===== config.mk =====
export PLATFORM = sky130hd
export DESIGN_NAME = crc16_fault_sweep_ctrl
export DESIGN_NICKNAME = d
export VERILOG_FILES = /design/src/rtl/crc16_fault_sweep_ctrl.sv
export SDC_FILE = /design/constraint.sdc
export NUM_CORES = 1
export LEC_CHECK = 0
export ABC_AREA = 1
export CAP_MARGIN = 25
export CORE_ASPECT_RATIO = 1.75
export CORE_MARGIN = 2
export CORE_UTILIZATION = 49
export CTS_BUF_LIST = sky130_fd_sc_hd__clkbuf_4 sky130_fd_sc_hd__clkbuf_8
export DETAILED_ROUTE_END_ITERATION = 16
export GPL_ROUTABILITY_DRIVEN = 0
export PLACE_DENSITY = 0.79
export SLEW_MARGIN = 20
export SYNTH_ARGS = -nofsm -noshare
export SYNTH_HDL_FRONTEND = slang
export SYNTH_SLANG_ARGS = --single-unit
export TNS_END_PERCENT = 20

===== constraint.sdc =====
create_clock -name clk -period 3.8 [get_ports clk]
set_input_delay 0.95 -clock clk [delete_from_list [all_inputs] [get_ports clk]]
set_output_delay 0.95 -clock clk [all_outputs]
set_load 0.05 [all_outputs]

===== src/rtl/crc16_fault_sweep_ctrl.sv =====
// Sweeps a 16-bit CRC engine through one golden run and 32 single-bit stuck-at runs, then reports detected and escaped faults.
// Optional per-run result stream is enabled by defining CRCSWEEP_RESULT_STREAM_EN.
module crc16_fault_sweep_ctrl #(
    parameter int MSG_WORDS = 4,
    parameter int AW        = $clog2(MSG_WORDS)
) (
    input  logic          clk,
    input  logic          reset,
    input  logic          start,
    input  logic          msg_we,
    input  logic [AW-1:0] msg_addr,
    input  logic [15:0]   msg_wdata,
    output logic          busy,
    output logic          done,
    output logic          eng_rst,
    output logic          eng_en,
    output logic [15:0]   eng_data,
    output logic [15:0]   eng_fault_mask,
    output logic [15:0]   eng_fault_value,
    input  logic [15:0]   eng_crc,
    output logic [15:0]   golden_crc,
    output logic [5:0]    detect_cnt,
    output logic [31:0]   escape_map,
    output logic          res_valid,
    output logic [5:0]    res_idx,
    output logic [15:0]   res_crc
);

    typedef enum logic [2:0] {IDLE, CLR, FEED, CAPT, DONE} state_t;

    localparam logic [AW-1:0] W_LAST = AW'(MSG_WORDS - 1);
    localparam logic [AW-1:0] W_ONE  = AW'(1);
    localparam logic [AW:0]   DEPTH  = (AW + 1)'(MSG_WORDS);
    localparam logic [5:0]    R_LAST = 6'd32;

    state_t        state;
    logic [15:0]   msg [MSG_WORDS];
    logic [AW-1:0] w;
    logic [5:0]    r;
    logic [4:0]    k_cur;

    assign k_cur = 5'(r - 6'd1);

    function automatic logic [15:0] bit_mask(input logic [3:0] b);
        return 16'd1 << b;
    endfunction

    // Buffer is intentionally not reset; it only changes while the sweeper is idle.
    always_ff @(posedge clk) begin
        if (state == IDLE && msg_we && {1'b0, msg_addr} < DEPTH)
            msg[msg_addr] <= msg_wdata;
    end

    always_ff @(posedge clk or posedge reset) begin
        if (reset) begin
            state           <= IDLE;
            w               <= '0;
            r               <= '0;
            busy            <= 1'b0;
            done            <= 1'b0;
            eng_rst         <= 1'b1;
            eng_en          <= 1'b0;
            eng_data        <= '0;
            eng_fault_mask  <= '0;
            eng_fault_value <= '0;
            golden_crc      <= '0;
            detect_cnt      <= '0;
            escape_map      <= '0;
        end else begin
            eng_rst <= 1'b0;
            done    <= 1'b0;
            case (state)
                IDLE: begin
                    if (start) begin
                        state           <= CLR;
                        r               <= '0;
                        detect_cnt      <= '0;
                        escape_map      <= '0;
                        busy            <= 1'b1;
                        eng_rst         <= 1'b1;
                        eng_fault_mask  <= '0;
                        eng_fault_value <= '0;
                    end
                end
                CLR: begin
                    state    <= FEED;
                    w        <= '0;
                    eng_en   <= 1'b1;
                    eng_data <= msg[0];
                end
                FEED: begin
                    if (w == W_LAST) begin
                        state    <= CAPT;
                        eng_en   <= 1'b0;
                        eng_data <= '0;
                    end else begin
                        w        <= w + W_ONE;
                        eng_data <= msg[w + W_ONE];
                    end
                end
                CAPT: begin
                    if (r == 6'd0)
                        golden_crc <= eng_crc;
                    else if (eng_crc == golden_crc)
                        escape_map[k_cur] <= 1'b1;
                    else
                        detect_cnt <= detect_cnt + 6'd1;

                    if (r == R_LAST) begin
                        state           <= DONE;
                        busy            <= 1'b0;
                        done            <= 1'b1;
                        eng_fault_mask  <= '0;
                        eng_fault_value <= '0;
                    end else begin
                        // Next run r+1 injects fault k = r.
                        state           <= CLR;
                        r               <= r + 6'd1;
                        eng_rst         <= 1'b1;
                        eng_fault_mask  <= bit_mask(r[3:0]);
                        eng_fault_value <= r[4] ? bit_mask(r[3:0]) : 16'h0000;
                    end
                end
                DONE: state <= IDLE;
                default: state <= IDLE;
            endcase
        end
    end

`ifdef CRCSWEEP_RESULT_STREAM_EN
    always_ff @(posedge clk or posedge reset) begin
        if (reset) begin
            res_valid <= 1'b0;
            res_idx   <= '0;
            res_crc   <= '0;
        end else begin
            res_valid <= (state == CAPT);
            if (state == CAPT) begin
                res_idx <= r;
                res_crc <= eng_crc;
            end
        end
    end
`else
    assign res_valid = 1'b0;
    assign res_idx   = 6'd0;
    assign res_crc   = 16'h0000;
`endif

endmodule


==> metrics.md <==
| Metric | Value |
|---|---|
| Max-slew violations | `0` |
| Buffers and inverters on the worst path | `1` |
| Synth-to-Final Area Change | `22.72%` |
| DR DRC count | `0` |
| Initial antenna violation count | `0` |
| Die Ht | `179.1 um` |
| Starting density of the core | `49.62%` |
| N_diodes | `0` |
| Lkg Pwr | `4.606 nW` |
| Die area | `18630 sq um` |
| Clock-pin slew on the worst setup and hold paths | `0.09 ns` |
| Total grt overflow | `0` |
| WL final | `20.73 mm` |
| CP required | `2.85 ns` |
| Seq cells post-synth | `181` |
| CTS root buf | `clkbuf_8` |
| Vias | `7048` |
| Die W | `104.0 um` |
| Critical path arrival | `1.78 ns` |
| Num rows | `64` |
| Post-DRT Antenna Nets | `0` |
| Slew @ Worst Pin | `0.9733 ns` |
| Seq. cell area | `4851 sq um` |
| Area after DPL | `10110 sq um` |
| CP endpoint kind | `output pin` |
| Wire per inst | `15.63 um` |
| CP Cell Sequence | `clkdlybuf4s50_1` |
| Fin crit share | `71.73%` |
| Total GRT Usage | `22.50%` |
| Synthesis Warnings | `0` |
| WP depth | `1` |
| Hold_buf cts | `0` |
| Crit Path Max Fanout | `1` |
| Top FF cell, synth | `dfrtp_1` |
| First-pass GRT wire length | `33.18 mm` |
| Critical Path Start Type | `register` |
| Cell Pwr Density | `724.5 nW/um^2` |
| Synth unique cells | `33` |
| Synth Area per Inst | `8.958 sq um` |
| CTS resizes | `0` |
| DR vias/cell | `5.315` |
| Maximum clock path buffer count | `2` |
| Worst path max stage delay | `0.79 ns` |
| CTS Buf Count | `17` |
| Skew final | `0.02031 ns` |
| Critical Path End | `eng_rst` |
| Post-synth EDFFs | `64` |
| Setup_tns | `0 ns` |
| CTS tree | `yes` |
| Worst R2R End | `escape_map[16]$_DFFE_PP0P_` |
| Vias in the first global route | `6766` |
| CP delay by family, top | `buffers and inverters` |
| # IOs | `167` |
| Final Hold Fails | `0` |
| Seq/Total Area, Yosys | `56.52%` |
| Critical path origin | `eng_rst$_DFF_PP1_` |
| Synthesized cell area | `8582 sq um` |
| RSZ-0062 raised after global routing | `false` |
| Flop2flop setup slack | `1.16 ns` |
| Area of the multi-input gates | `3065 sq um` |
| Final Core Density | `60.89%` |
| Minimum clock period | `2.726 ns` |
| Finished Cell Area | `10530 sq um` |
| Filler Cells Inserted | `1548` |
| Clock insertion delay at the later pin of the skew report | `0.45 ns` |
| Setup-failing EPs final | `0` |
| Iteration-0 DRC count of the detailed router | `474` |
| R2R cell count | `6` |
| WHS Path Cells | `2` |
| Slowest cell on the critical path | `clkdlybuf4s50_1` |
| Worst r2r src | `state[1]$_DFFE_PP0P_` |
| DR pass1 iterations | `5` |
| Syn Inst Count | `958` |
| CORE AREA | `17300 sq um` |
| Pin count of the biggest net entering global routing | `118` |
| Layout cells sized above 1 | `6.027%` |
| Max_slew headroom | `34.71%` |
| Hold Path Class | `register to register` |
| Post-CTS setup buffers | `0` |
| Peak VDD IR | `0.4287 mV` |
| Clk sink count | `181` |
| Port Buffers | `143` |
| Ys async rst share | `64.64%` |
| DPL Wire Length | `14.12 mm` |
| H-tree depth | `4` |
| Max Cap Viol | `0` |
| WS Path Type | `register to output pin` |
| Max Freq | `366.9 MHz` |
| Post-layout nets | `1132` |
| Status | `complete, no violations` |
[area by class of cell]
cell class,instances,share of cell area [%]
clock inverter,15,1.592
clock buffer,17,2.222
inverter,95,3.422
sequential,181,46.06
tap,231,2.744
timing repair buffer,158,14.85
multi-input combinational,629,29.11
[layout by cell type (no fill, tap or decap), types with 2 or more instances in the layout]
cell type / n
buf_4: 13
ha_1: 12
clkinv_8: 2
xor2_1: 2
o21ai_0: 71
nor2_1: 93
inv_6: 3
clkinvlp_4: 3
a21oi_1: 28
inv_2: 3
clkinv_4: 3
inv_8: 3
nand4_1: 52
clkdlybuf4s50_1: 143
o32ai_1: 16
nand3_1: 73
edfxtp_1: 64
conb_1: 23
clkbuf_8: 17
dfrtp_1: 116
clkinv_1: 2
nand2_2: 6
nand2_1: 223
inv_1: 90
nor3_2: 5
nor3b_1: 2
o31ai_1: 11
xnor2_1: 4
[cells in the mapped netlist, drive strengths merged (4+ instances only)]
library cell    n  area [sq um]
nand4          52         325.3
o21ai          71         355.3
nand3          74         382.9
xnor2           4         35.03
buf            51         321.6
o31ai          11         82.58
ha             12         150.1
inv            94         352.8
edfxtp         64          1922
a21oi          29         156.4
nor3            6         35.03
clkbuf         24         90.09
nand2         229         874.6
dfrtp         116          2903
nor2           94         355.3
o32ai          16         140.1
[report_power, final]
| part | leakage [nW] | switching (mW) | internal [mW] | total, mW |
|---|---|---|---|---|
| sequential | 2.12 | 0.246 | 2.34 | 2.59 |
| clock | 0.196 | 0.769 | 0.550 | 1.32 |
| combinational | 2.29 | 2.68 | 1.04 | 3.73 |
| total | 4.61 | 3.70 | 3.93 | 7.63 |
[registers in the layout, indices dropped and copies added, names as in the netlist, 2 cells and up]
register and cells:
escape_map 32, state 3, golden_crc 16, eng_fault_value 16, detect_cnt 6, msg 64, w 2, eng_data 16
r 6, eng_fault_mask 16
[logic make-up after synthesis]
logic type	synth area share [%]
AND/OR/NAND/NOR	23.25
flip-flops	56.52
buffers and inverters	8.952
AO/OA/AOI/OAI	8.733
adder cells (fa/ha/maj)	1.749
XOR/XNOR	0.6123
other	0.04370
multiplexers	0.1312
[worst min-delay path by stage]
stage,to,slack (ns),start
6_report,busy$_DFFE_PP0P_,0.51,busy$_DFFE_PP0P_
2_1_floorplan,w[1]$_DFFE_PP0P_,0.47,w[1]$_DFFE_PP0P_
4_1_cts,busy$_DFFE_PP0P_,0.51,busy$_DFFE_PP0P_
5_1_grt,escape_map[18]$_DFFE_PP0P_,0.53,escape_map[18]$_DFFE_PP0P_
3_5_place_dp,busy$_DFFE_PP0P_,0.49,busy$_DFFE_PP0P_
3_3_place_gp,busy$_DFFE_PP0P_,0.48,busy$_DFFE_PP0P_
[per-layer routing]
metal | global-route usage (%) | vias to the layer above | part of all wire (%)
met4 | 11.32 | 0 | 3.1
met5 | 0 | - | 0
met2 | 41.26 | 246 | 54
met3 | 3.453 | 46 | 5.2
li1 | - | 3398 | -
met1 | 25.40 | 3358 | 38
[metrics by stage]
step	power, mW	setup slack, ns	hold slack (ns)	instances
finish	7.630	1.074	0.5059	1326
CTS	7.632	1.037	0.5088	1325
global placement	6.236	0.6755	0.4822	1293
detailed placement	6.310	0.6278	0.4876	1293
floorplan	5.305	1.215	0.4727	980
global route	8.091	0.8757	0.5341	1326
No activity file was read; power rests on OpenSTA's default activity.
